[config.mk]
export PLATFORM = sky130hd
export DESIGN_NAME = sample_frame_reader
export DESIGN_NICKNAME = d
export VERILOG_FILES = /design/src/rtl/sample_frame_reader.sv
export SDC_FILE = /design/constraint.sdc
export NUM_CORES = 1
export LEC_CHECK = 0
export BUFFER_PORTS_ARGS = -buffer_cell sky130_fd_sc_hd__buf_2
export CORE_ASPECT_RATIO = 1.1
export CORE_MARGIN = 1
export CORE_UTILIZATION = 60
export CTS_BUF_LIST = sky130_fd_sc_hd__clkbuf_4 sky130_fd_sc_hd__clkbuf_8
export CTS_CLUSTER_SIZE = 12
export DETAILED_ROUTE_END_ITERATION = 8
export PLACE_DENSITY_LB_ADDON = 0.1
export SYNTH_ARGS = -nofsm -noshare
export SYNTH_HDL_FRONTEND = slang
export SYNTH_SLANG_ARGS = --single-unit
[constraint.sdc]
create_clock -name CLK -period 3.6 [get_ports CLK]
set_input_delay 0.54 -clock CLK [delete_from_list [all_inputs] [get_ports CLK]]
set_output_delay 0.54 -clock CLK [all_outputs]
set_load 0.005 [all_outputs]
[src/rtl/sample_frame_reader.sv]
// -----------------------------------------------------------------------------
// sample_frame_reader
//
// Purpose
//   Streams one frame of samples out of a synchronous sample RAM. A START
//   pulse (while idle) captures LENGTH and the block reads addresses
//   0 .. LENGTH-1 in order. Each sample is presented on a valid/ready output
//   stream. A 2-entry skid buffer absorbs RAM data that is already in flight
//   when the downstream stalls, so no sample is lost or duplicated.
//
// Configuration
//   SAMPLE_FRAME_READER_LOOP_EN : when defined, the frame repeats endlessly
//   (address LENGTH-1 is followed by address 0 with no gap). DONE pulses at
//   every frame boundary, BUSY stays high, and only RESET stops playback.
//   When undefined, each frame plays once and the block returns to idle.
//
// Parameters
//   DATA_W : sample width in bits
//   ADDR_W : sample RAM address width
//
// Ports
//   CLK        in   sole clock, rising edge
//   RESET      in   synchronous active-high reset (wins over START)
//   START      in   one-cycle frame start request, ignored while BUSY
//   LENGTH     in   frame sample count, captured when START is accepted
//   RAM_RD_EN  out  RAM read strobe
//   RAM_ADDR   out  RAM read address (0 when RAM_RD_EN is low)
//   RAM_DATA   in   RAM read data, valid exactly one cycle after RAM_RD_EN
//   OUT_DATA   out  streamed sample (0 when OUT_VALID is low)
//   OUT_VALID  out  OUT_DATA holds a sample
//   OUT_READY  in   downstream accepts the sample
//   BUSY       out  frame in progress
//   DONE       out  one-cycle pulse after the last sample of a frame is taken
//   fsm_state  out  current controller state (IDLE=0, READ=1, DRAIN=2)
//
// Output handshake
//   A sample transfers on every rising edge where OUT_VALID && OUT_READY.
//   Once OUT_VALID is high, OUT_VALID and OUT_DATA hold unchanged until that
//   transfer happens; OUT_VALID never depends on OUT_READY.
// -----------------------------------------------------------------------------
module sample_frame_reader #(
    parameter int DATA_W = 12,
    parameter int ADDR_W = 10
) (
    input  logic              CLK,
    input  logic              RESET,
    input  logic              START,
    input  logic [ADDR_W-1:0] LENGTH,
    output logic              RAM_RD_EN,
    output logic [ADDR_W-1:0] RAM_ADDR,
    input  logic [DATA_W-1:0] RAM_DATA,
    output logic [DATA_W-1:0] OUT_DATA,
    output logic              OUT_VALID,
    input  logic              OUT_READY,
    output logic              BUSY,
    output logic              DONE,
    output logic [1:0]        fsm_state
);

    localparam logic [ADDR_W-1:0] ADDR_ONE = {{(ADDR_W-1){1'b0}}, 1'b1};

    typedef enum logic [1:0] {
        S_IDLE  = 2'd0,
        S_READ  = 2'd1,
        S_DRAIN = 2'd2
    } state_t;

    state_t state;

    // Frame bookkeeping
    logic [ADDR_W-1:0] len_last;   // LENGTH-1 of the running frame
    logic [ADDR_W-1:0] next_addr;  // next address to be read
    logic [ADDR_W-1:0] out_idx;    // index within the frame of the sample on OUT

    // inflight: a read was issued last cycle, so RAM_DATA carries a sample now
    logic              inflight;

    // 2-entry skid buffer, always older than the in-flight sample
    logic [DATA_W-1:0] skid [2];
    logic              wr_ptr;
    logic              rd_ptr;
    logic [1:0]        count;

    logic              xfer;
    logic              push;
    logic              pop;
    logic              frame_end;
    logic              space_ok;
    logic [1:0]        next_count;

    assign fsm_state = state;

    // -------------------------------------------------------------------------
    // Output selection and buffer control
    // -------------------------------------------------------------------------
    always_comb begin
        OUT_VALID = (count != 2'd0) || inflight;

        // Buffered samples come first; with an empty buffer the arriving RAM
        // word is passed straight through, which gives the 2-cycle
        // START-to-OUT_VALID latency.
        if (count != 2'd0) begin
            OUT_DATA = skid[rd_ptr];
        end else if (inflight) begin
            OUT_DATA = RAM_DATA;
        end else begin
            OUT_DATA = '0;
        end

        xfer = OUT_VALID && OUT_READY;

        // The arriving word bypasses the buffer only when the buffer is empty
        // and the word is consumed in this very cycle.
        push = inflight && !(xfer && (count == 2'd0));
        pop  = xfer && (count != 2'd0);

        next_count = count + {1'b0, push} - {1'b0, pop};

        // A new read may be issued for next cycle only if, counting the
        // read issued this cycle (still in the RAM pipeline), fewer than two
        // samples would be outstanding. This keeps buffered + in-flight <= 2.
        space_ok = ({1'b0, next_count} + {2'b00, RAM_RD_EN}) < 3'd2;

        frame_end = xfer && (out_idx == len_last);
    end

`ifndef SAMPLE_FRAME_READER_LOOP_EN
    // The read of the final address is on the RAM port this cycle.
    logic last_issue;
    assign last_issue = RAM_RD_EN && (RAM_ADDR == len_last);
`endif

    // -------------------------------------------------------------------------
    // Controller, read issue and skid buffer state
    // -------------------------------------------------------------------------
    always_ff @(posedge CLK) begin
        if (RESET) begin
            state     <= S_IDLE;
            RAM_RD_EN <= 1'b0;
            RAM_ADDR  <= '0;
            BUSY      <= 1'b0;
            DONE      <= 1'b0;
            len_last  <= '0;
            next_addr <= '0;
            out_idx   <= '0;
            inflight  <= 1'b0;
            wr_ptr    <= 1'b0;
            rd_ptr    <= 1'b0;
            count     <= 2'd0;
            skid[0]   <= '0;
            skid[1]   <= '0;
        end else begin
            DONE     <= 1'b0;
            inflight <= RAM_RD_EN;
            count    <= next_count;

            if (push) begin
                skid[wr_ptr] <= RAM_DATA;
                wr_ptr       <= ~wr_ptr;
            end
            if (pop) begin
                rd_ptr <= ~rd_ptr;
            end
            if (xfer) begin
                out_idx <= frame_end ? '0 : out_idx + ADDR_ONE;
            end

            case (state)
                S_IDLE: begin
                    RAM_RD_EN <= 1'b0;
                    RAM_ADDR  <= '0;
                    if (START) begin
                        if (LENGTH == '0) begin
                            // Empty frame: nothing to read, just acknowledge.
                            DONE <= 1'b1;
                        end else begin
                            state     <= S_READ;
                            BUSY      <= 1'b1;
                            len_last  <= LENGTH - ADDR_ONE;
                            out_idx   <= '0;
                            RAM_RD_EN <= 1'b1;
                            RAM_ADDR  <= '0;
`ifdef SAMPLE_FRAME_READER_LOOP_EN
                            // A one-sample loop re-reads address 0 forever.
                            next_addr <= (LENGTH == ADDR_ONE) ? '0 : ADDR_ONE;
`else
                            next_addr <= ADDR_ONE;
`endif
                        end
                    end
                end

                S_READ: begin
`ifdef SAMPLE_FRAME_READER_LOOP_EN
                    if (space_ok) begin
                        RAM_RD_EN <= 1'b1;
                        RAM_ADDR  <= next_addr;
                        next_addr <= (next_addr == len_last) ? '0
                                                             : next_addr + ADDR_ONE;
                    end else begin
                        RAM_RD_EN <= 1'b0;
                        RAM_ADDR  <= '0;
                    end
                    if (frame_end) begin
                        DONE <= 1'b1;
                    end
`else
                    if (last_issue) begin
                        // Every address has been requested; only delivery
                        // of the outstanding samples remains.
                        state     <= S_DRAIN;
                        RAM_RD_EN <= 1'b0;
                        RAM_ADDR  <= '0;
                    end else if (space_ok) begin
                        // next_addr never exceeds LENGTH-1 here, so the
                        // counter cannot wrap even for the largest frame.
                        RAM_RD_EN <= 1'b1;
                        RAM_ADDR  <= next_addr;
                        next_addr <= next_addr + ADDR_ONE;
                    end else begin
                        RAM_RD_EN <= 1'b0;
                        RAM_ADDR  <= '0;
                    end
`endif
                end

                S_DRAIN: begin
                    RAM_RD_EN <= 1'b0;
                    RAM_ADDR  <= '0;
                    if (frame_end) begin
                        state <= S_IDLE;
                        BUSY  <= 1'b0;
                        DONE  <= 1'b1;
                    end
                end

                default: begin
                    state     <= S_IDLE;
                    RAM_RD_EN <= 1'b0;
                    RAM_ADDR  <= '0;
                    BUSY      <= 1'b0;
                end
            endcase
        end
    end

endmodule

## After elaboration in Yosys (flattened, before gate mapping)

Memory sizes are Yosys's and may differ from the RTL's. A register that Yosys moved wholly into a read port is not among the register bits.
Index checks and enable logic that the tools add are counted.

- Register bits after elaboration: 50
- ROM bits: 0
- Logic and storage cells: 94
- Output and inout port bits: 28
- RAM bits: 24
- Memories: 1
- Latch bits: 0
- Bits of input ports: 26

Memories:

| memory | depth | width | rd ports | clocked after memory_dff | wr ports | RTL line | source |
|---|---|---|---|---|---|---|---|
| skid | 2 | 12 | 1 | 1 | 2 | 79 | `logic [DATA_W-1:0] skid [2];` |

- Div/mod/pow operators: 0
- $add $sub $neg: 6
- Bitwise operators: 5
- Reductions and logical operators: 19
- Order comparisons: 1
- Equal/unequal tests: 10
- Multipliers: 0
- Mux-type cells: 40
- Shift operators: 0

Operator list:

| kind | number |
|---|---|
| 10-bit 2-to-1 mux | 9 |
| 12-bit 2-to-1 mux | 3 |
| 10-bit by 1-bit adder with 10-bit output, second input constant | 2 |
| 10-bit equality test | 2 |
| 10-bit one-hot mux with 2 select lines | 1 |
| 1-bit 2-to-1 mux | 19 |
| 2-bit inequality test, second input constant | 6 |
| 12-bit OR reduction | 1 |
| 10-bit zero test | 1 |
| 10-bit by 1-bit subtractor with 10-bit output, second input constant | 1 |
| 2-bit 2-to-1 mux | 4 |
| 4-bit AND reduction | 2 |
| 1-bit logical AND | 6 |
| 2-bit one-hot mux with 3 select lines | 1 |
| 1-bit NOT | 5 |
| 5-bit AND reduction | 1 |
| 2-bit zero test | 2 |
| 1-bit one-hot mux with 2 select lines | 2 |
| 2-bit nonzero test | 2 |
| 4-bit OR reduction | 1 |
| 2-bit by 1-bit adder with 3-bit output | 1 |
| 3-bit by 2-bit less-than comparator with 1-bit output, second input constant | 1 |
| 1-bit one-hot mux with 3 select lines | 1 |
| 3-bit AND reduction | 1 |
| other kinds (6) | 6 |

## Depth between registers and ports, before layout

Gate-level depths: netlist (run 1).

- Depth in word-level cells: 13
- Mapped depth: 11
- Depth with buffers taken out: 11

## Least setup slack after synthesis (run 1)

No wires, ideal clock.

- Path type: reg-to-reg
- Start point: register count[1]
- End point: register next_addr[0]
- Path slack: 1270 ps
- Path buffers: 1
- Library setup time: 86 ps
- Clock period less this slack: 2330 ps
- Stages on the path, launching flop included: 12
- Data required time: 3514 ps
- Data arrival time: 2244 ps
- Cells stage by stage: dfxtp_1 nor2_1 nand2_1 nand2_1 ha_1 inv_1 ha_1 xnor3_1 nand2_1 clkbuf_1 nor3_1 a211oi_1

- Cells in the longest elaborated chain, start to end: 12
- Elaborated cells on any way between the ends: 14
- Classes of those cells: add/sub (3); order compare (1); eq/ne (1); reduce/logical (9)

Ends and longest elaborated chain:

| what | RTL line | source |
|---|---|---|
| start, declared | 82 | `logic [1:0] count;` |
| start signal, assigned | 155 | `count <= next_count;` |
| 2-bit nonzero test | 97, 115 |  |
| 1-bit logical OR | 97 | `OUT_VALID = (count != 2'd0) \|\| inflight;` |
| 1-bit logical AND | 110 | `xfer = OUT_VALID && OUT_READY;` |
| 1-bit logical AND | 114 | `push = inflight && !(xfer && (count == 2'd0));` |
| 1-bit zero test | 114 |  |
| 1-bit logical AND | 114 |  |
| 2-bit by 1-bit adder with 2-bit output | 117 | `next_count = count + {1'b0, push} - {1'b0, pop};` |
| 2-bit by 1-bit subtractor with 2-bit output * | 117 |  |
| 2-bit by 1-bit adder with 3-bit output * | 122 | `space_ok = ({1'b0, next_count} + {2'b00, RAM_RD_EN}) < 3'd2;` |
| 3-bit by 2-bit less-than comparator with 1-bit output * | 122 |  |
| 2-bit inequality test (no source line) * | n/a |  |
| 5-bit AND reduction (no source line) * | n/a |  |
| end signal, assigned | 219 | `next_addr <= next_addr + ADDR_ONE;` |
| end, declared | 72 | `logic [ADDR_W-1:0] next_addr;` |

Mark *: on every way between the ends. The rest lies on a longest branch, timed or not.
A chain may end at the register's enable or synchronous reset.

## Worst setup path in the final report (run 1)

- Start point: register inflight
- End point: register next_addr[8]

- Cells in the longest elaborated chain, start to end: 11
- Elaborated cells on any way between the ends: 12
- Classes of those cells: add/sub (3); order compare (1); eq/ne (1); reduce/logical (7)

Ends and longest elaborated chain:

| what | RTL line | source |
|---|---|---|
| start, declared | 76 | `logic inflight;` |
| start signal, assigned | 146 | `inflight <= 1'b0;` |
| start signal, assigned | 154 | `inflight <= RAM_RD_EN;` |
| 1-bit logical OR | 97 |  |
| 1-bit logical AND | 110 |  |
| 1-bit logical AND | 114 |  |
| 1-bit zero test | 114 |  |
| 1-bit logical AND | 114 |  |
| 2-bit by 1-bit adder with 2-bit output | 117 |  |
| 2-bit by 1-bit subtractor with 2-bit output * | 117 |  |
| 2-bit by 1-bit adder with 3-bit output * | 122 |  |
| 3-bit by 2-bit less-than comparator with 1-bit output * | 122 |  |
| 2-bit inequality test (no source line) * | n/a |  |
| 5-bit AND reduction (no source line) * | n/a |  |

Marks and branches as above.

==> flow_metrics.tcl, run 1 <==
set metrics [dict create \
    n_antenna_cell 0 \
    synth.most_common_cell "dfxtp_1" \
    track_usage 0.2608 \
    synth_compound_area_frac 0.1057 \
    avgViaCountPerCell 5.615 \
    initial_utilization 0.6239 \
    synth-simple-area-share 0.2280 \
    pin_count 54 \
    dieArea_sq_um 6313 \
    syn-cell-area_sq_um 3600 \
    max_slew_margin 0.3951 \
    syn_inst 363 \
    power_leakage_nw 1.607 \
    slowest_stage "dfxtp_1" \
    hold_ws_ns 0.4266 \
    worst_ir_drop_vdd_uv 375.8 \
    setup_viol 0 \
    drtIter0Drc 188 \
    grt_max_degree 34 \
    synth_top_cell_by_area "dfxtp_1" \
    clkLatencyLatePin_ns 0.34 \
    syn_nets 394 \
    worst_pin_slew_ns 0.9074 \
    place_ws_ns 0.6963 \
    htreeDepth 3 \
    port_buffers 53 \
    die_x_um 75.85 \
    yosysWarnings 0 \
    wl_per_cell_um 15.26 \
    cts_buffers 9 \
    clk_pin_slew_worst_paths_ns 0.08 \
    n_fill_cell 450 \
    synthMuxAreaShare 0.03928 \
    routabilityCongestion 0.8528 \
    placed_cell_area_sq_um 3930 \
    run_status "complete, no violations" \
    worst-path-max-fanout 19 \
    grt_pass1_wl_mm 12.28 \
    firstDrtPassIters 4 \
    crit_type "register to register" \
    cts_tree "yes" \
    setup_ws_ns 0.6209 \
    wirelength_mm 7.617 \
    grt_pass1_vias 2633 \
    cp.required_ns 3.79 \
    hold_viol 0 \
    fin_skew_ns 0.01013 \
    synth-xor-area-share 0.09628 \
    clockBufferDepth 2 \
    finalSetupTns_ns 0 \
    ys_top_cells_by_area "dfxtp_1, edfxtp_1, and2_1" \
    async_flop_share 0 \
    yosysTopAreaCellShare 0.2836 \
    synth_top_family_by_area "simple AND/OR/NAND/NOR gates" \
    synth.distinct_cells 47 \
    synth_edf_count 24 \
    synth-seq-cells 75 \
    hold_class "primary input to register" \
    drive_above_1_share 0.2133 \
    seq_area_frac_synth 0.4838 \
    dp_hpwl_mm 5.352 \
    fin_crit_sh 0.8275 \
    layout.nets 448 \
    crit_chain "nand2_1, ha_1, inv_1, ha_1, xnor3_1, nand2_1, nor4b_1, a31o_2, a21oi_2" \
    avgSynthCellArea_sq_um 9.917 \
    synth_common_cells "dfxtp_1, nor2_1, and2_1" \
    syn2layout_area_growth_pct 14.98 \
    cts.sinks 75 \
    yosys.area_share.adder 0.01738 \
    endpoint_kind "register" \
    slowest_delay_ns 0.69 \
    dieHeight_um 83.24 \
    coreArea_sq_um 5769 \
    grt_overflow 0 \
    fin_crit_ns 2.979 \
    row_count 29 \
    final_max_slew_viol_count 0 \
    maxCapViolations 0 \
    cts_resized 0 \
    cts_setup_buffers 0 \
    via_count 2802 \
    ctsRootBufferMaster "clkbuf_8" \
    rsz0062_at_grt "no" \
    ant_nets 0 \
    design_area_sq_um 4139 \
    start_kind "register" \
    final_util 0.7174 \
    max_freq_mhz 335.7 \
    antenna_found_initial 0 \
    cellPowerDensity_nw_per_um2 528.1 \
    cts_hold_buf 0 \
    cp_data_arrival_time_ns 3.17 \
    synthFlopType "dfxtp_1" \
    drcViolationCount 0 \
]
[flip-flops by register name, indices dropped and copies added (netlist names), named ones only]
| name | cells |
|---|---|
| BUSY | 1 |
| DONE | 1 |
| RAM_ADDR | 10 |
| RAM_RD_EN | 1 |
| count | 2 |
| fsm_state | 2 |
| inflight | 1 |
| len_last | 10 |
| next_addr | 10 |
| out_idx | 10 |
| rd_ptr | 1 |
| skid | 24 |
| wr_ptr | 1 |
[logic make-up (layout without fill, tap and decap cells)]
logic type	after synthesis	after routing
simple gates	155	155
buf+inv	25	84
flops	75	75
compound gates	51	51
xor+xnor	38	38
fa+ha+maj	5	5
mux	14	14
[placed cells by master, fill, tap and decap left out, types with 9 or more instances in the layout]
cell / Yosys / layout
o21ai_0: 12 / 12
and2_1: 32 / 32
dfxtp_1: 51 / 51
mux2i_1: 13 / 13
nand3_1: 21 / 21
nor3_1: 11 / 11
a211oi_1: 11 / 11
a21oi_2: 9 / 9
xnor2_1: 20 / 20
clkbuf_8: 0 / 11
inv_1: 10 / 10
edfxtp_1: 24 / 24
nand4_1: 9 / 9
buf_2: 1 / 53
xor2_1: 17 / 17
nand2_1: 17 / 17
nor2_1: 35 / 35
[metrics by stage]
step / cells / power, mW
3_5_place_dp: 483 / 1.531
3_3_place_gp: 483 / 1.520
4_1_cts: 499 / 2.189
2_1_floorplan: 363 / 1.364
6_report: 499 / 2.186
5_1_grt: 499 / 2.298
[cell type report]
type                            instances  area, sq um  share of cell area
Clock inverter                          4        50.05             0.01209
Clock buffer                           12        158.9             0.03839
Timing Repair Buffer                   58        302.8             0.07316
Inverter                               10        37.54            0.009069
Tap cell                               77        96.34             0.02328
Sequential cell                        75         1742              0.4208
Multi-Input combinational cell        263         1752              0.4232
[critical path: cells and delay by family (launching register included)]
| family | cells | cell delay (ns) |
|---|---|---|
| compound gates | 2 | 0.26 |
| xor+xnor | 1 | 0.24 |
| fa+ha+maj | 2 | 0.52 |
| buf+inv | 1 | 0.04 |
| flops | 1 | 0.69 |
| simple gates | 3 | 1.08 |
[worst paths after layout]
path                            cells after the start  slack [ns]          from      endpoint
worst max-delay path                                9        0.62      inflight  next_addr[8]
worst min-delay path                                2        0.43     LENGTH[0]   len_last[0]
worst min register to register                      2        0.48  next_addr[6]  next_addr[6]
worst max register to register                      9        0.62      inflight  next_addr[8]
[per-layer routing]
layer | GRT usage | part of all wire | up-vias | routed length (um)
met5 | 0 | 0 | - | 0
met4 | 0.09764 | 0.017 | 0 | 127
met3 | 0.06917 | 0.029 | 15 | 220
met2 | 0.3982 | 0.48 | 57 | 3678
met1 | 0.3497 | 0.47 | 1340 | 3590
li1 | - | - | 1390 | -
[power by group]
part	switching (mW)	internal [mW]	total, mW
registers	0.0801	0.933	1.01
logic	0.298	0.206	0.505
clock network	0.304	0.365	0.669
total	0.682	1.50	2.19
No activity file was read; power rests on OpenSTA's default activity.
==> run 2: changes to the inputs <==
--- a/config.mk
+++ b/config.mk
@@ -5,10 +5,11 @@
 export SDC_FILE = /design/constraint.sdc
 export NUM_CORES = 1
 export LEC_CHECK = 0
+export ABC_AREA = 1
 export BUFFER_PORTS_ARGS = -buffer_cell sky130_fd_sc_hd__buf_2
 export CORE_ASPECT_RATIO = 1.1
 export CORE_MARGIN = 1
-export CORE_UTILIZATION = 60
+export CORE_UTILIZATION = 59
 export CTS_BUF_LIST = sky130_fd_sc_hd__clkbuf_4 sky130_fd_sc_hd__clkbuf_8
 export CTS_CLUSTER_SIZE = 12
 export DETAILED_ROUTE_END_ITERATION = 8
==> constraint.sdc (replaced) <==
create_clock -name CLK -period 3.1 [get_ports CLK]
set_input_delay 0.465 -clock CLK [delete_from_list [all_inputs] [get_ports CLK]]
set_output_delay 0.465 -clock CLK [all_outputs]
set_load 0.005 [all_outputs]
==> flow_metrics.tcl, run 2 <==
set metrics [dict create \
    n_fill_cell 515 \
    firstDrtPassIters 4 \
    setup_ws_ns 0.6997 \
    dp_hpwl_mm 6.223 \
    dieArea_sq_um 6790 \
    cp.required_ns 3.37 \
    synth.most_common_cell "nand2_1" \
    max_freq_mhz 416.6 \
    cts.sinks 75 \
    slowest_delay_ns 0.40 \
    routabilityCongestion 0.8964 \
    ctsRootBufferMaster "clkbuf_8" \
    mostFrequentLayoutCell "nand2_1" \
    die_x_um 78.66 \
    syn_nets 519 \
    drtIter0Drc 173 \
    crit_chain "nor2_4, nand2_4, nand2_2, nor2_1, ha_1, inv_1, ha_1, nand2_1, inv_1, nor2_4, nand3_2, nand2_2, nand2_1, a21oi_1" \
    initial_utilization 0.6158 \
    critical_path.top_delay_family "simple AND/OR/NAND/NOR gates" \
    synth-seq-cells 75 \
    port_buffers 53 \
    setup_viol 0 \
    cts_hold_buf 0 \
    grt_max_degree 25 \
    syn2layout_area_growth_pct 13.88 \
    yosysTopAreaCellShare 0.2677 \
    seq_area_frac_synth 0.4567 \
    ys_top_cells_by_area "dfxtp_1, edfxtp_1, nand2_1" \
    synth_edf_count 24 \
    regMostFlops "skid" \
    maxCapViolations 0 \
    hold_viol 0 \
    setup.worst_path.start "count[1]" \
    track_usage 0.2613 \
    row_count 30 \
    worst_ir_drop_vdd_uv 324.5 \
    slowest_stage "dfxtp_1" \
    finalSetupTns_ns 0 \
    cts_resized 0 \
    r2r_slack_ns 0.70 \
    wl_per_cell_um 12.95 \
    path_depth 14 \
    synth_common_cells "nand2_1, inv_1, nor2_1" \
    place_ws_ns 0.5690 \
    rr_worst_depth 14 \
    grt_pass1_wl_mm 13.70 \
    fin_crit_ns 2.400 \
    reg2reg_from "count[1]" \
    htreeDepth 3 \
    synth.distinct_cells 32 \
    start_kind "register" \
    dp_cells 614 \
    multi_input_area_sq_um 1722 \
    grt_overflow 0 \
    ant_nets 0 \
    clkLatencyLatePin_ns 0.34 \
    final_max_slew_viol_count 0 \
    async_flop_share 0 \
    cts_buffers 9 \
    hold_ws_ns 0.4307 \
    fin_skew_ns 0.009536 \
    via_count 3257 \
    max_slew_margin 0.5140 \
    path_buf_inv 2 \
    synth_top_cell_by_area "dfxtp_1" \
    coreArea_sq_um 6193 \
    antenna_found_initial 0 \
    avgSynthCellArea_sq_um 7.815 \
    n_antenna_cell 0 \
    yosysWarnings 0 \
    regArea_sq_um 1742 \
    cts_tree "yes" \
    avgViaCountPerCell 5.170 \
    rsz0062_at_grt "no" \
    clk_pin_slew_worst_paths_ns 0.08 \
    dieHeight_um 86.32 \
    cts_setup_buffers 0 \
    hold_class "primary input to register" \
    run_status "complete, no violations" \
    worst_pin_slew_ns 0.7280 \
    fin_crit_sh 0.7743 \
    synthFlopType "dfxtp_1" \
    syn-cell-area_sq_um 3814 \
    endpoint_kind "register" \
    largest_reg_flops 24 \
    power_leakage_nw 1.876 \
    worst-path-max-fanout 11 \
    cp_data_arrival_time_ns 2.67 \
    layout.cells.non_filler 630 \
    drcViolationCount 0 \
    syn_inst 488 \
    layout.nets 576 \
    pin_count 54 \
    worstSetupEndpoint "next_addr[2]" \
    wirelength_mm 8.160 \
    grt_pass1_vias 3158 \
    crit_type "register to register" \
    reg2reg_to "next_addr[2]" \
    cellPowerDensity_nw_per_um2 476.5 \
    drive_above_1_share 0.1818 \
    mostFrequentLayoutCells "nand2_1, inv_1, nor2_1, buf_2, dfxtp_1" \
    clockBufferDepth 2 \
]
-- run 2: cell count changes after synthesis, sizes merged, moves of 7 or more --
cell	previous run	this run
nor4	7	0
and2	32	0
nor2	35	75
nand3	21	36
o21ai	12	25
a21oi	12	31
nand2	18	104
inv	10	71
xnor2	20	8
a211oi	11	0
-- run 2: final cells by class --
cell class | instances | area share
Inverter | 72 | 0.06367
Clock buffer | 9 | 0.02852
Timing Repair Buffer | 59 | 0.07145
Tap cell | 80 | 0.02305
Multi-Input combinational cell | 328 | 0.3964
Clock inverter | 7 | 0.01585
Sequential cell | 75 | 0.4010
-- run 2: worst min-delay path by stage --
stage / start / end / slack, ns / cells after the start
after floorplan: rd_ptr / register / 0.43 / 1
after global placement: rd_ptr / rd_ptr / 0.44 / 1
after detailed placement: rd_ptr / register / 0.45 / 1
after CTS: START / DONE / 0.42 / 3
after global routing: START / DONE / 0.43 / 3
final: START / DONE / 0.43 / 3
-- run 2: kinds of logic (layout without fill, tap and decap cells) --
logic type	after synthesis	after routing	share of synthesized area
compound gates	59	59	0.08137
xor+xnor	19	19	0.04364
fa+ha+maj	5	5	0.01640
buf+inv	85	147	0.09186
flops	75	75	0.4567
mux	12	12	0.03150
simple gates	233	233	0.2785
-- run 2: tightest hold or removal path, cell delays in order --
cell,delay (ns)
buf_2,0.12
nand4_1,0.08
a21oi_1,0.06
-- run 2: power breakdown --
group          internal [mW]  total (mW)  switching, mW
Sequential              1.05        1.08         0.0275
Combinational         0.0942       0.264          0.170
Clock                  0.368       0.728          0.360
Total                   1.51        2.07          0.558
-- run 2: stage by stage --
step	util	power (mW)	area (sq um)
global route	0.7012	2.158	4343
finish	0.7012	2.069	4343
global placement	0.6701	1.358	4150
detailed placement	0.6701	1.363	4150
floorplan	-	1.277	3814
CTS	0.7012	2.082	4343
-- run 2: layer usage --
metal / vias up / global-route usage / wire length, um
met4: 0 / 0.1330 / 222
li1: 1672 / - / -
met5: - / 0 / 0
met3: 20 / 0.04000 / 316
met2: 72 / 0.4688 / 4153
met1: 1493 / 0.3005 / 3468
==> run 3: changes to the inputs <==
--- a/config.mk
+++ b/config.mk
@@ -5,11 +5,11 @@
 export SDC_FILE = /design/constraint.sdc
 export NUM_CORES = 1
 export LEC_CHECK = 0
-export ABC_AREA = 1
+export ABC_AREA = 0
 export BUFFER_PORTS_ARGS = -buffer_cell sky130_fd_sc_hd__buf_2
 export CORE_ASPECT_RATIO = 1.1
 export CORE_MARGIN = 1
-export CORE_UTILIZATION = 59
+export CORE_UTILIZATION = 53
 export CTS_BUF_LIST = sky130_fd_sc_hd__clkbuf_4 sky130_fd_sc_hd__clkbuf_8
 export CTS_CLUSTER_SIZE = 12
 export DETAILED_ROUTE_END_ITERATION = 8
==> constraint.sdc (replaced) <==
create_clock -name CLK -period 2.1 [get_ports CLK]
set_input_delay 0.315 -clock CLK [delete_from_list [all_inputs] [get_ports CLK]]
set_output_delay 0.315 -clock CLK [all_outputs]
set_load 0.005 [all_outputs]
==> flow_metrics.tcl, run 3 (same netlist as run 1, synthesis figures left out) <==
set metrics [dict create \
    row_count 31 \
    setup_ws_ns -0.02526 \
    drtIter0Drc 110 \
    coreArea_sq_um 6555 \
    grt_pass1_wl_mm 13.14 \
    worst_ir_drop_vdd_uv 528.3 \
    fin_skew_ns 0.01479 \
    multi_input_area_sq_um 1872 \
    htreeDepth 3 \
    dp_hpwl_mm 5.716 \
    cp.required_ns 2.38 \
    cellPowerDensity_nw_per_um2 955.7 \
    max_freq_mhz 470.5 \
    hold_viol 0 \
    run_status "finished, violations left" \
    largest_reg_flops 24 \
    power_leakage_nw 1.809 \
    clkLatencyLatePin_ns 0.34 \
    dp_cells 513 \
    cts_buffers 9 \
    drcViolationCount 0 \
    fin_crit_sh 1.012 \
    avgViaCountPerCell 5.412 \
    setup_viol 2 \
    maxCapViolations 0 \
    final_util 0.6919 \
    wirelength_mm 8.030 \
    clk_pin_slew_worst_paths_ns 0.08 \
    firstDrtPassIters 4 \
    grt_overflow 0 \
    mostFrequentLayoutCells "buf_2, dfxtp_1, nor2_1, buf_4, and2_1" \
    hold_class "primary input to register" \
    n_fill_cell 526 \
    final_max_slew_viol_count 0 \
    antenna_found_initial 0 \
    layout.nets 480 \
    violations "negative setup slack" \
    pin_count 54 \
    dieHeight_um 88.44 \
    rsz0062_at_grt "yes" \
    start_kind "register" \
    via_count 2901 \
    cts_tree "yes" \
    cts_hold_buf 0 \
    initial_utilization 0.5492 \
    port_buffers 53 \
    dieArea_sq_um 7126 \
    fin_crit_ns 2.125 \
    regMostFlops "skid" \
    die_x_um 80.58 \
    hold_ws_ns 0.2392 \
    routabilityCongestion 0.8025 \
    worst_pin_slew_ns 0.6599 \
    regArea_sq_um 1749 \
    ctsRootBufferMaster "clkbuf_8" \
    max_slew_margin 0.5598 \
    drive_above_1_share 0.3194 \
    crit_type "register to register" \
    track_usage 0.2452 \
    wl_per_cell_um 14.98 \
    cp_data_arrival_time_ns 2.41 \
    grt_max_degree 27 \
    endpoint_kind "register" \
    layout.cells.non_filler 536 \
    worst-path-max-fanout 8 \
    ant_nets 0 \
    syn2layout_area_growth_pct 26.00 \
    grt_pass1_vias 2787 \
    mostFrequentLayoutCell "buf_2" \
    n_antenna_cell 0 \
    cts.sinks 75 \
    clockBufferDepth 2 \
]
==> run 3: cell count changes in the layout (fill, tap and decap cells not counted), moves of 11 or more <==
| cell | delta |
|---|---|
| o21ai_0 | -13 |
| a21oi_1 | -27 |
| and2_1 | +31 |
| nand2_1 | -84 |
| xnor2_1 | +12 |
| nor2_1 | -34 |
| inv_1 | -61 |
| buf_4 | +28 |
| a211oi_1 | +11 |
==> run 3: path summary, 6_finish.rpt <==
path,startpoint,endpoint,slack (ns),cells past startpoint
worst min register to register,next_addr[8],RAM_ADDR[8],0.50,2
worst min-delay path,RESET,rd_ptr,0.24,2
worst max-delay path,count[0],next_addr[7],-0.03,10
worst max register to register,count[0],next_addr[7],-0.03,10
==> run 3: per-layer routing <==
layer / GRT usage / share of wire
met5: 0 / 0
met2: 0.4391 / 0.52
met4: 0.07468 / 0.013
met1: 0.2982 / 0.43
met3: 0.04536 / 0.036
==> run 3: layout make-up <==
type                    count  area share
well taps                  82     0.02262
multi-input cells         263      0.4127
inverters                  10    0.008828
clock buffers              11     0.03062
repair buffers             90      0.1222
clock inverters             5     0.01738
flip-flops and latches     75      0.3857
==> run 3: per-stage QoR <==
stage,power (mW),worst slack [ns],cell area (sq um),TNS [ns]
3_3_place_gp,2.862,-0.1130,4168,-1.022
3_5_place_dp,2.903,-0.1728,4168,-1.706
5_1_grt,4.572,-0.09989,4536,-0.7808
6_report,4.335,-0.02526,4536,-0.02667
4_1_cts,4.237,-0.02629,4479,-0.05054
2_1_floorplan,2.387,0.01170,3645,0
==> run 3: worst max-delay path: stages, from the launching register on <==
cell,delay (ns)
dfxtp_4,0.35
nor2_4,0.15
nor2b_4,0.07
ha_4,0.27
inv_4,0.03
ha_4,0.14
xnor3_2,0.25
nand2_4,0.11
buf_4,0.16
or4_4,0.41
a21oi_2,0.13
==> run 3: timing repair <==
item / in CTS / in global routing
gates resized for setup: 12 / 9
pin swaps: 8 / 6
cloned: 0 / 0
endpoints found under the setup margin: 15 / 32
buffers inserted: 4 / 3
==> run 3: power breakdown <==
part / internal (mW) / switching [mW]
clock network: 0.695 / 0.521
registers: 1.61 / 0.0869
logic: 0.714 / 0.712
total: 3.01 / 1.32
